<file path="config.mk">
export PLATFORM = sky130hd
export DESIGN_NAME = spi_byte_engine_flat
export DESIGN_NICKNAME = d
export VERILOG_FILES = /design/src/rtl/spi_byte_engine_if.sv /design/src/rtl/spi_byte_engine.sv /design/src/flat_wrapper.sv
export SDC_FILE = /design/constraint.sdc
export NUM_CORES = 1
export LEC_CHECK = 0
export ABC_AREA = 1
export CAP_MARGIN = 20
export CORE_MARGIN = 2
export CORE_UTILIZATION = 30
export DETAILED_ROUTE_END_ITERATION = 7
export PLACE_DENSITY = 0.54
export SYNTH_ARGS = -nofsm -noshare
export SYNTH_HDL_FRONTEND = slang
export SYNTH_SLANG_ARGS = --single-unit
</file>
<file path="constraint.sdc">
create_clock -name clk -period 3.3 [get_ports clk]
set_input_delay 0.495 -clock clk [delete_from_list [all_inputs] [get_ports clk]]
set_output_delay 0.495 -clock clk [all_outputs]
set_load 0.005 [all_outputs]
</file>
<file path="src/rtl/spi_byte_engine_if.sv">
// -----------------------------------------------------------------------------
// spi_byte_engine_if
//
// Purpose
//    Bundles the byte handshake between the flash controller and the SPI byte
//    engine together with the four physical flash pins, so the engine exposes a
//    single bus port next to its clk/rst.
//
// Signals
//    tx_valid  controller -> engine   byte offered
//    tx_ready  engine -> controller   engine can take a byte this cycle
//    tx_data   controller -> engine   byte to send, MSB first
//    tx_last   controller -> engine   release chip select after this byte
//    rx_valid  engine -> controller   one-cycle strobe, rx_data is fresh
//    rx_data   engine -> controller   byte received from the flash
//    busy      engine -> controller   engine is not idle
//    spi_sck   engine -> flash        SPI clock, idles low
//    spi_cs_n  engine -> flash        chip select, active low
//    spi_mosi  engine -> flash        serial data out
//    spi_miso  flash -> engine        serial data in
//
// Modports
//    master : controller / flash side (drives the byte request and MISO)
//    slave  : the byte engine itself
// -----------------------------------------------------------------------------
interface spi_byte_engine_if;
   logic       tx_valid;
   logic       tx_ready;
   logic [7:0] tx_data;
   logic       tx_last;
   logic       rx_valid;
   logic [7:0] rx_data;
   logic       busy;
   logic       spi_sck;
   logic       spi_cs_n;
   logic       spi_mosi;
   logic       spi_miso;

   modport master (
      output tx_valid, tx_data, tx_last, spi_miso,
      input  tx_ready, rx_valid, rx_data, busy, spi_sck, spi_cs_n, spi_mosi
   );

   modport slave (
      input  tx_valid, tx_data, tx_last, spi_miso,
      output tx_ready, rx_valid, rx_data, busy, spi_sck, spi_cs_n, spi_mosi
   );
endinterface

</file>
<file path="src/rtl/spi_byte_engine.sv">
// -----------------------------------------------------------------------------
// spi_byte_engine
//
// Purpose
//    Byte-level SPI mode-0 (CPOL=0, CPHA=0) master shifter that drives the flash
//    pins on behalf of the flash controller. Each accepted byte is shifted out
//    MSB first while the flash's reply is shifted in; the received byte is
//    returned on a one-cycle strobe. Chip select stays low across consecutive
//    bytes until a byte flagged tx_last has completed, after which CS is held
//    low for one half-period, then kept high for at least one half-period.
//
// Parameters
//    CLK_DIV  SCK half-period in clk cycles (D), must be >= 1.
//
// Ports
//    clk   system clock, all logic on its rising edge
//    rst   asynchronous, active-high reset; outputs go to idle values at once
//    bus   spi_byte_engine_if.slave: handshake, receive strobe, busy, SPI pins
//
// Byte timing with accept edge E
//    sck rises at E+D, E+3D, ... and falls at E+2D, ..., E+16D.
//    MISO is sampled (and MOSI advanced) on each edge that drops sck.
//    rx_valid is high in the cycle after E+16D.
//    Not last : engine is ready again from E+16D (HOLD, CS low).
//    Last     : CS rises at E+17D, engine is IDLE from E+18D.
// -----------------------------------------------------------------------------
module spi_byte_engine #(
   parameter int CLK_DIV = 2
) (
   input logic              clk,
   input logic              rst,
   spi_byte_engine_if.slave bus
);

   // Half-period counter is one bit wider than clog2 so CLK_DIV=1 still gets a
   // legal (1-bit) vector.
   localparam int            CW        = $clog2(CLK_DIV) + 1;
   localparam logic [CW-1:0] HALF_LAST = CW'(CLK_DIV - 1);

   typedef enum logic [2:0] {
      S_IDLE    = 3'd0,
      S_SHIFT   = 3'd1,
      S_HOLD    = 3'd2,
      S_CS_HOLD = 3'd3,
      S_CS_GAP  = 3'd4
   } state_t;

   state_t        state_q, state_d;
   logic [CW-1:0] cnt_q, cnt_d;          // cycles spent in the current half-period
   logic [2:0]    bit_q, bit_d;          // bits completed in the current byte
   logic [6:0]    tx_sr_q, tx_sr_d;      // remaining bits after the one on MOSI
   logic [6:0]    rx_sr_q, rx_sr_d;      // first seven samples of the byte
   logic [7:0]    rx_data_q, rx_data_d;
   logic          rx_valid_q, rx_valid_d;
   logic          last_q, last_d;        // tx_last captured with the byte
   logic          sck_q, sck_d;
   logic          cs_n_q, cs_n_d;
   logic          mosi_q, mosi_d;

   logic          tx_ready;
   logic          accept;
   logic          half_done;
   logic          byte_done;

   // Ready is purely a function of state so the controller sees it without
   // any dependence on its own valid.
   assign tx_ready  = (state_q == S_IDLE) || (state_q == S_HOLD);
   assign accept    = bus.tx_valid && tx_ready;
   assign half_done = (cnt_q == HALF_LAST);
   // End of the high phase of bit 0: the falling sck edge that completes a byte.
   assign byte_done = (state_q == S_SHIFT) && half_done && sck_q && (bit_q == 3'd7);

   // -------------------------------------------------------------------------
   // State register
   // -------------------------------------------------------------------------
   always_ff @(posedge clk or posedge rst) begin
      if (rst) begin
         state_q <= S_IDLE;
      end else begin
         state_q <= state_d;
      end
   end

   // -------------------------------------------------------------------------
   // Next-state logic
   // -------------------------------------------------------------------------
   always_comb begin
      state_d = state_q;
      case (state_q)
         S_IDLE, S_HOLD: begin
            // From HOLD there is no extra setup: the first low phase of the
            // new byte already gives the flash its MOSI setup time.
            if (accept) begin
               state_d = S_SHIFT;
            end
         end
         S_SHIFT: begin
            if (byte_done) begin
               state_d = last_q ? S_CS_HOLD : S_HOLD;
            end
         end
         S_CS_HOLD: begin
            if (half_done) begin
               state_d = S_CS_GAP;
            end
         end
         S_CS_GAP: begin
            if (half_done) begin
               state_d = S_IDLE;
            end
         end
         default: begin
            state_d = S_IDLE;
         end
      endcase
   end

   // -------------------------------------------------------------------------
   // Output / datapath logic
   // -------------------------------------------------------------------------
   always_comb begin
      cnt_d      = cnt_q;
      bit_d      = bit_q;
      tx_sr_d    = tx_sr_q;
      rx_sr_d    = rx_sr_q;
      rx_data_d  = rx_data_q;
      rx_valid_d = 1'b0;          // strobe: high for exactly one cycle
      last_d     = last_q;
      sck_d      = sck_q;
      cs_n_d     = cs_n_q;
      mosi_d     = mosi_q;        // MOSI holds its last value when not shifting

      case (state_q)
         S_IDLE, S_HOLD: begin
            if (accept) begin
               // The MSB goes straight onto MOSI on the accept edge; only the
               // lower seven bits need to be kept for later.
               tx_sr_d = bus.tx_data[6:0];
               last_d  = bus.tx_last;
               mosi_d  = bus.tx_data[7];
               cs_n_d  = 1'b0;
               sck_d   = 1'b0;
               cnt_d   = '0;
               bit_d   = '0;
            end
         end

         S_SHIFT: begin
            if (half_done) begin
               cnt_d = '0;
               if (!sck_q) begin
                  sck_d = 1'b1;
               end else begin
                  // Falling sck edge: sample MISO, then move MOSI on.
                  sck_d = 1'b0;
                  if (bit_q == 3'd7) begin
                     rx_data_d  = {rx_sr_q, bus.spi_miso};
                     rx_valid_d = 1'b1;
                  end else begin
                     rx_sr_d = {rx_sr_q[5:0], bus.spi_miso};
                     mosi_d  = tx_sr_q[6];
                     tx_sr_d = {tx_sr_q[5:0], 1'b0};
                     bit_d   = bit_q + 3'd1;
                  end
               end
            end else begin
               cnt_d = cnt_q + CW'(1);
            end
         end

         S_CS_HOLD: begin
            // CS stays low for one half-period after the last falling sck,
            // then rises as the gap phase begins.
            if (half_done) begin
               cnt_d  = '0;
               cs_n_d = 1'b1;
            end else begin
               cnt_d = cnt_q + CW'(1);
            end
         end

         S_CS_GAP: begin
            if (half_done) begin
               cnt_d = '0;
            end else begin
               cnt_d = cnt_q + CW'(1);
            end
         end

         default: begin
            cnt_d = '0;
         end
      endcase
   end

   // -------------------------------------------------------------------------
   // Datapath / output registers
   // -------------------------------------------------------------------------
   always_ff @(posedge clk or posedge rst) begin
      if (rst) begin
         cnt_q      <= '0;
         bit_q      <= '0;
         tx_sr_q    <= '0;
         rx_sr_q    <= '0;
         rx_data_q  <= '0;
         rx_valid_q <= 1'b0;
         last_q     <= 1'b0;
         sck_q      <= 1'b0;
         cs_n_q     <= 1'b1;
         mosi_q     <= 1'b0;
      end else begin
         cnt_q      <= cnt_d;
         bit_q      <= bit_d;
         tx_sr_q    <= tx_sr_d;
         rx_sr_q    <= rx_sr_d;
         rx_data_q  <= rx_data_d;
         rx_valid_q <= rx_valid_d;
         last_q     <= last_d;
         sck_q      <= sck_d;
         cs_n_q     <= cs_n_d;
         mosi_q     <= mosi_d;
      end
   end

   // -------------------------------------------------------------------------
   // Outputs: every pin comes straight from a flop, so reset reaches them
   // immediately and nothing glitches on the flash side.
   // -------------------------------------------------------------------------
   assign bus.tx_ready = tx_ready;
   assign bus.busy     = (state_q != S_IDLE);
   assign bus.rx_valid = rx_valid_q;
   assign bus.rx_data  = rx_data_q;
   assign bus.spi_sck  = sck_q;
   assign bus.spi_cs_n = cs_n_q;
   assign bus.spi_mosi = mosi_q;

endmodule
</file>
<file path="src/flat_wrapper.sv">
// flat-port wrapper written by rule: the top's interface ports become plain ports
module spi_byte_engine_flat 
#(
   parameter int CLK_DIV = 2
)
  (clk, rst, bus_tx_valid, bus_tx_data, bus_tx_last, bus_spi_miso, bus_tx_ready, bus_rx_valid, bus_rx_data, bus_busy, bus_spi_sck, bus_spi_cs_n, bus_spi_mosi);
  spi_byte_engine_if bus_i ();
  input logic clk;
  input logic rst;
  input wire logic [$bits(bus_i.tx_valid)-1:0] bus_tx_valid;
  input wire logic [$bits(bus_i.tx_data)-1:0] bus_tx_data;
  input wire logic [$bits(bus_i.tx_last)-1:0] bus_tx_last;
  input wire logic [$bits(bus_i.spi_miso)-1:0] bus_spi_miso;
  output wire logic [$bits(bus_i.tx_ready)-1:0] bus_tx_ready;
  output wire logic [$bits(bus_i.rx_valid)-1:0] bus_rx_valid;
  output wire logic [$bits(bus_i.rx_data)-1:0] bus_rx_data;
  output wire logic [$bits(bus_i.busy)-1:0] bus_busy;
  output wire logic [$bits(bus_i.spi_sck)-1:0] bus_spi_sck;
  output wire logic [$bits(bus_i.spi_cs_n)-1:0] bus_spi_cs_n;
  output wire logic [$bits(bus_i.spi_mosi)-1:0] bus_spi_mosi;
  assign bus_i.tx_valid = bus_tx_valid;
  assign bus_i.tx_data = bus_tx_data;
  assign bus_i.tx_last = bus_tx_last;
  assign bus_i.spi_miso = bus_spi_miso;
  assign bus_tx_ready = bus_i.tx_ready;
  assign bus_rx_valid = bus_i.rx_valid;
  assign bus_rx_data = bus_i.rx_data;
  assign bus_busy = bus_i.busy;
  assign bus_spi_sck = bus_i.spi_sck;
  assign bus_spi_cs_n = bus_i.spi_cs_n;
  assign bus_spi_mosi = bus_i.spi_mosi;
  spi_byte_engine #(.CLK_DIV(CLK_DIV)) u_core (.clk(clk), .rst(rst), .bus(bus_i));
endmodule
</file>
Yosys cells after proc, flatten, opt, wreduce, memory -nomap -nowiden
Cells that the tools add are included.

storage, ports and cells
  flip-flop bits (word level) = 35
  latch bits = 0
  memory bits (writable) = 0
  memory bits (read-only) = 0
  input bits = 13
  output and inout port bits = 14
  word-level logic and storage cells = 79
  memories kept = 0

operators by class
  $add $sub $neg = 2
  multiply operators = 0
  div/mod/pow operators = 0
  magnitude comparators = 0
  equality and inequality tests = 13
  shift-type cells = 0
  mux-type cells = 34
  bitwise gates (word level) = 1
  reduce and logical (&&, ||, !) cells = 18

operator list
  cell                                                   count
  2-to-1 mux 7 bit                                       4
  2-to-1 mux 3 bit                                       8
  case mux 7 bit (2 select lines)                        1
  2-to-1 mux 1 bit                                       13
  inequality test 2 x 1 -> 1 bit, second input constant  6
  case mux 3 bit (4 select lines)                        1
  AND reduction 4 bit                                    3
  equality test 3 x 2 -> 1 bit, second input constant    2
  equality test 3 bit, second input constant             2
  case mux 1 bit (2 select lines)                        3
  case mux 3 bit (2 select lines)                        1
  AND reduction 3 bit                                    2
  AND reduction 5 bit                                    1
  logical AND 1 bit                                      4
  2-to-1 mux 2 bit                                       2
  case mux 2 bit (2 select lines)                        1
  nonzero test 2 bit                                     2
  adder 3 x 1 -> 3 bit, second input constant            1
  equality test 3 x 1 -> 1 bit, second input constant    1
  zero test 3 bit                                        1
  nonzero test 3 bit                                     1
  OR reduction 3 bit                                     1
  adder 2 x 1 -> 2 bit, second input constant            1
  equality test 2 x 1 -> 1 bit, second input constant    1
  5 further kinds                                        5

Longest topological paths before layout
Gate-level depths: netlist (run 1).

  depth in word-level cells = 6
  gate-level depth with buffers = 10
  mapped depth without buffers = 9

Worst setup path before layout (run 1)
Ideal clock, no wire load.

  path type = register to register
  from = register u_core.bit_q[0]
  to = register u_core.rx_data_q[0], in the netlist u_core.bus.rx_data[0]
  library setup time = 0.074 ns
  data arrival time = 1.395 ns
  required time = 3.226 ns
  path slack = 1.831 ns
  stages on the path, launching flop included = 11
  path buffers = 1
  period minus slack after synthesis = 1.469 ns
  cell sequence = dfrtp_1 ha_1 ha_1 nand2_1 inv_1 nand2_1 nor2_4 inv_2 buf_6 nand2_1 o21ai_2

on the way
  word-level cells in the longest chain between the ends = 2

RTL lines
  element                        RTL line                text
  start: declaration             spi_byte_engine.sv:50   logic [2:0] bit_q, bit_d;
  start signal: assignment       spi_byte_engine.sv:213  bit_q <= bit_d;
  equality test 3 bit            spi_byte_engine.sv:156  if (bit_q == 3'd7) begin
  AND reduction 4 bit (no line)  -
  end signal: assignment         spi_byte_engine.sv:216  rx_data_q <= rx_data_d;
  end: declaration               spi_byte_engine.sv:53   logic [7:0] rx_data_q, rx_data_d;

No other way between the ends.
A chain may end at the register's enable or synchronous reset.

Worst setup path in the final report (run 1)
  from = register u_core.state_q[2]
  to = output bus_tx_ready

on the way
  word-level cells in the longest chain between the ends = 2
  elaborated cells between the ends (all ways) = 3
  classes of those cells = eq/ne (1); reduce/logical (2)

RTL lines
  element                                                                 RTL line               text
  start: declaration                                                      spi_byte_engine.sv:48  state_t state_q, state_d;
  start signal: assignment                                                spi_byte_engine.sv:80  state_q <= state_d;
  equality test 3 x 2 -> 1 bit / zero test 3 bit (equally long branches)  spi_byte_engine.sv:67  assign tx_ready = (state_q == S_IDLE) || (state_q == S_HOLD);
  logical OR 1 bit (*)                                                    spi_byte_engine.sv:67
  end: declaration                                                        flat_wrapper.sv:14     output wire logic [$bits(bus_i.tx_ready)-1:0] bus_tx_ready;

Every way passes the cells marked *; elsewhere a longest branch is shown, timed or not.

==> run metrics, run 1 <==
vias in the first global route=1283; # rows=27; post-CTS setup buffers=0; Slew Limit Fails=0; largest net degree at the start of global routing=36; core region area=5570 um2; VDD IR-drop max=261 uV; Placed Cells=294; DRT iter0 DRCs=88; maximum clock rate=494 MHz; final setup margin=1280 ps; post-synthesis sequential area ratio=50.1%; pwr/cell area=705 nW/um2; pre-CTS setup slack=1500 ps; CTS Hold Buffers Added=0; CP Max Fanout=5; Antenna Cells=0; final clock skew=3.91 ps; Mean Syn Cell Area=8.67 um2; number of top-level pins=27; Worst Max-Slew Pin Slew=451 ps; initial antenna violation count=0; Clk pin slew, worst setup/hold paths=70 ps; Yosys warnings=0; Crit path arrival time=1530 ps; most common cell after layout, fill and taps aside=nand2_1; Final Hold Viols=0; cell count after synthesis=202; CTS buffer count=5; via/cell ratio=4.34; residual DRC count=0; drt first pass iters=4; GRT Overall Usage=11.8%; die height=80.4 um; post-synthesis cell type count=26; total wire length=3220 um; worst path required time=2800 ps; CTS Buffer Depth=2; Slew Limit Headroom=69.9%; TritonCTS Sinks=35; Final setup viols=0; fraction of layout cells with a size suffix above 1=16.2%; Area Overhead vs Synth=20.6%; first-pass GRT wire length=5840 um; Post-CTS Resized=0; HPWL after DPL=2230 um; CP endpoint kind=primary output; Worst-Skew Late Latency=290 ps; die area=6470 um2; Hold Path Class=reg -> reg; max-cap viol count=0; root buf cell=clkbuf_8; most frequent cells in the layout=nand2_1 (83), dfrtp_1 (34), clkdlybuf4s50_1 (26), inv_1 (15), o21ai_2 (15); CTS tree=done; Port Buffers=26; Post-Syn Area=1750 um2; LEAKAGE=0.00106 uW; Vias=1303; post-route ant nets=0; GPL Wtd Cong=0.741; Yosys reg bits=35; Initial Utilization=31.4%; Routed WL per cell=10.7 um; die width=80.4 um; fin cells=300; Net Count, Synth=217; critical path startpoint category=register; final worst-path cycle share=61.3%; RSZ-0062 raised after global routing=no; gr ovfl total=0; setup TNS=0 ps; NumNets Final=244; H-tree depth=2; Tmin final=2020 ps; crit path kind=reg -> out; run status=completed
[logic make-up (layout without fill, tap and decap cells)]
| group | count (synthesis) | after routing | synth area share, % |
|---|---|---|---|
| AOI/OAI and AO/OA | 22 | 22 | 10.4 |
| adders and majority gates | 2 | 2 | 1.43 |
| buffers and inverters | 27 | 53 | 8.50 |
| DFF | 35 | 35 | 50.1 |
| and+or+nand+nor | 116 | 116 | 29.6 |
[Yosys cell counts]
| cell type | n | area, um2 |
|---|---|---|
| a21oi_1 | 2 | 10.0 |
| buf_2 | 1 | 5.00 |
| buf_4 | 1 | 7.51 |
| buf_6 | 5 | 56.3 |
| dfrtp_1 | 34 | 851 |
| dfstp_2 | 1 | 26.3 |
| ha_1 | 2 | 25.0 |
| inv_1 | 15 | 56.3 |
| inv_2 | 3 | 11.3 |
| inv_4 | 2 | 12.5 |
| nand2_1 | 83 | 312 |
| nand2_2 | 1 | 6.26 |
| nand2_4 | 2 | 22.5 |
| nand3_1 | 14 | 70.1 |
| nand3_2 | 1 | 10.0 |
| nand3_4 | 1 | 17.5 |
| nand3b_1 | 2 | 15.0 |
| nor2_1 | 8 | 30.0 |
| nor2_2 | 2 | 12.5 |
| nor2_4 | 2 | 22.5 |
| o211ai_1 | 1 | 7.51 |
| o21ai_0 | 1 | 5.00 |
| o21ai_1 | 1 | 5.00 |
| o21ai_2 | 15 | 131 |
| o21ai_4 | 1 | 16.3 |
| o21bai_1 | 1 | 7.51 |
[state kept, by name (all words and copies together) (netlist names), 2 cells and up]
signal,count
u_core.state_q,3
u_core.bus.rx_data,8
u_core.tx_sr_q,7
u_core.cnt_q,2
u_core.bit_q,3
u_core.rx_sr_q,7
[final cells by class]
class	instances	area [um2]
repair buffers	27	268
fillers	585	3460
well taps	72	90.1
multi-input cells	140	726
flip-flops and latches	35	877
clock buffers	6	72.6
inverters	20	80.1
[metrics by stage]
stage | hold slack (ps) | util [%] | instance area, um2 | total power (uW)
after detailed placement | 459 | 36.6 | 2040 | 1220
after floorplan | 442 | - | 1750 | 1110
after CTS | 475 | 37.9 | 2110 | 1510
after global placement | 458 | 36.6 | 2040 | 1220
final | 472 | 37.9 | 2110 | 1490
after global routing | 503 | 37.9 | 2110 | 1630
[layer usage]
metal | part of all wire (%) | up-vias | global-route usage (%)
met3 | 4.9 | 6 | 3.37
li1 | - | 684 | -
met1 | 48 | 588 | 15.1
met2 | 44 | 25 | 17.8
met5 | 0 | - | 0
met4 | 2.5 | 0 | 6.61
[worst max-delay path, cell delays in order, from the launching register on]
cell	delay [ps]
dfrtp_1	460
inv_4	130
nand2_4	70
inv_4	80
clkdlybuf4s50_1	500
[power by group]
part / internal (uW) / switching (uW) / total [uW]
registers: 540 / 69.8 / 610
clock network: 141 / 144 / 284
logic: 220 / 377 / 597
[final timing paths]
path / from / to / slack, ps / cells past startpoint
setup / recovery: u_core.state_q[2]$_DFFE_PP0P_ / bus_tx_ready / 1280 / 4
hold / removal: u_core.tx_sr_q[5]$_DFFE_PP0P_ / u_core.tx_sr_q[5]$_DFFE_PP0P_ / 470 / 2
setup reg to reg: u_core.bit_q[0]$_DFFE_PP0P_ / u_core.bit_q[1]$_DFFE_PP0P_ / 1540 / 6
hold reg to reg: u_core.tx_sr_q[5]$_DFFE_PP0P_ / u_core.tx_sr_q[5]$_DFFE_PP0P_ / 470 / 2
max in group asynchronous: rst / u_core.bus.spi_cs_n$_DFFE_PP1P_ / 2350 / 3
min in group asynchronous: rst / u_core.bus.rx_data[2]$_DFFE_PP0P_ / 600 / 3
Power figures use the tool's default switching activity.
==> inputs of run 2 (changes only) <==
- clock period: 3.3 -> 2 ns (I/O delays scaled with it)
==> run 2 against run 1 <==
Against the previous run:
- clock skew is 5.6 ps higher
- cell count is 1.3% higher
- sequential power is 66% higher
==> run metrics, run 2 (same netlist as run 1, synthesis figures left out) <==
run status=completed; CP Max Fanout=5 (unchanged); total wire length=3310 um (+2.6%); residual DRC count=0 (unchanged); die area=6470 um2 (unchanged); gr ovfl total=0 (unchanged); max reg flops=8 (unchanged); HPWL after DPL=2260 um (+1.2%); Routed WL per cell=10.9 um (+1.3%); Post-CTS Resized=0 (unchanged); Seq pwr share=40.1% (-0.8 points); CTS Hold Buffers Added=0 (unchanged); pwr/cell area=1180 nW/um2 (+67%); largest net degree at the start of global routing=36 (unchanged); final core occ=38.3% (+0.40 points); number of top-level pins=27 (unchanged); power share of the clock group=19.4% (+0.3 points); Worst R2R End=u_core.tx_sr_q[1]$_DFFE_PP0P_; H-tree depth=2 (unchanged); CTS Buffer Depth=2 (unchanged); root buf cell=clkbuf_8; reg2reg setup slack=260 ps (-1280 ps); Slowest cell on crit path=clkdlybuf4s50_1; RSZ-0062 raised after global routing=no; DRT iter0 DRCs=115 (+31%); Slew Limit Fails=0 (unchanged); initial antenna violation count=0 (unchanged); final clock skew=9.54 ps (+5.63 ps); Vias=1319 (+1.2%); start point of the critical path=u_core.state_q[2]$_DFFE_PP0P_; LEAKAGE=0.00107 uW (+1.2%); die height=80.4 um (unchanged); die width=80.4 um (unchanged); internal power=1530 uW (+70%); Worst Max-Slew Pin Slew=470 ps (+18.4 ps); GRT Max-Usage Layer=met2; filler cell count in the final layout=589 (+0.68%); drt first pass iters=4 (unchanged); Hold Path Class=in -> async; Clk pin slew, worst setup/hold paths=70 ps (about the same); critical path startpoint category=register; Final setup viols=0 (unchanged); first-pass GRT wire length=5710 um (-2.2%); Tmin final=1810 ps; worst path required time=1700 ps (-1100 ps); Crit path arrival time=1510 ps (-20 ps); Sw Share=39.2% (-0.40 points); Antenna Cells=0 (unchanged); worst r2r src=u_core.bit_q[0]$_DFFE_PP0P_; final worst-path cycle share=90.6%; met3 Use GR=3.60% (+0.22 points); crit path kind=reg -> out; maximum clock rate=552 MHz; core region area=5570 um2 (unchanged); CP endpoint kind=primary output; Slowest Stage Delay on Critical Path=500 ps (about the same); fraction of layout cells with a size suffix above 1=16.8% (+0.58 points); fin cells=304 (+1.3%); setup TNS=0 ps (unchanged); GRT Overall Usage=11.6% (-0.21 points); max-cap viol count=0 (unchanged); Final Hold Viols=0 (unchanged); Top cell by count, worst path=inv_4; TritonCTS Sinks=35 (unchanged); Area Overhead vs Synth=21.9%; most common cell after layout, fill and taps aside=nand2_1; # rows=27 (unchanged); Initial Utilization=31.4% (unchanged); Slew Limit Headroom=68.7% (-1.2 points); global-route met2 utilization=18.4% (+0.67 points); most frequent cells in the layout=nand2_1 (83), dfrtp_1 (34), clkdlybuf4s50_1 (26), inv_1 (15), o21ai_2 (15); Hold Slack=413 ps (-59.4 ps); Placed Cells=296 (+0.68%); Psw=984 uW (+67%); VDD IR-drop max=435 uV (+67%); post-CTS setup buffers=0 (unchanged); cell-by-cell trace of the critical path=inv_4 -> nand2_4 -> inv_4 -> clkdlybuf4s50_1; NumNets Final=246 (+0.82%); Port Buffers=26 (unchanged); post-route ant nets=0 (unchanged); Worst-Skew Late Latency=280 ps (about the same); CP endpoint=bus_tx_ready; Register-to-Register Path Depth=6 (unchanged); Design Power=2510 uW (+68%); via/cell ratio=4.34 (-0.10%); vias in the first global route=1266 (-1.3%); GPL Wtd Cong=0.744 (+0.46%); met1 usage=14.4% (-0.69 points); CTS tree=done; CTS buffer count=5 (unchanged); Combinational Power Share=40.5% (+0.5 points)
run 2: cell types whose count changed in the layout (fill, tap and decap cells not counted):
cell | before | now
buf_4 | 1 | 3
clkbuf_1 | 1 | 3
run 2: per-stage QoR:
stage,instance area [um2],setup WS (ps)
after floorplan,1750,531
after global placement,2060,317
after detailed placement,2060,253
after CTS,2140,169
after global routing,2140,105
final,2140,189
run 2: how the worst min path moves through the flow:
stage	slack, ps	endpoint	start
2_1_floorplan	440	u_core.last_q$_DFFE_PP0P_	u_core.last_q$_DFFE_PP0P_
3_3_place_gp	460	u_core.tx_sr_q[1]$_DFFE_PP0P_	u_core.tx_sr_q[1]$_DFFE_PP0P_
3_5_place_dp	460	u_core.tx_sr_q[5]$_DFFE_PP0P_	u_core.tx_sr_q[5]$_DFFE_PP0P_
4_1_cts	430	u_core.bus.rx_data[1]$_DFFE_PP0P_	rst
5_1_grt	500	u_core.tx_sr_q[1]$_DFFE_PP0P_	u_core.tx_sr_q[1]$_DFFE_PP0P_
6_report	410	u_core.bus.rx_data[1]$_DFFE_PP0P_	rst
run 2: power by group through the flow:
| stage | Clock [uW] | Sequential, uW | Combinational [uW] |
|---|---|---|---|
| 5_1_grt | 547 | 1030 | 1170 |
| 4_1_cts | 508 | 1010 | 1040 |
| 3_5_place_dp | 0 | 1020 | 1040 |
| 3_3_place_gp | 0 | 1020 | 1040 |
| 2_1_floorplan | 0 | 995 | 843 |
| 6_report | 487 | 1010 | 1020 |
run 2: critical path: cells and delay by family, from the launching register on:
family        cells  cell delay (ps)
simple gates      1               70
flops             1              460
buf+inv           3              710
run 2: cell type report:
class                           count  area (um2)  share of cell area [%]
Multi-Input combinational cell    140         726                    34.0
Sequential cell                    35         877                    41.1
Inverter                           20        80.1                    3.75
Timing Repair Buffer               29         283                    13.2
Clock buffer                        8        80.1                    3.75
Tap cell                           72        90.1                    4.22
run 2: per-layer routing:
metal	share of wire (%)	wire, um	up-vias
li1	-	-	686
met1	48	1580	608
met2	47	1560	23
met3	4.1	136	2
met4	0.82	27	0
met5	0	0	-
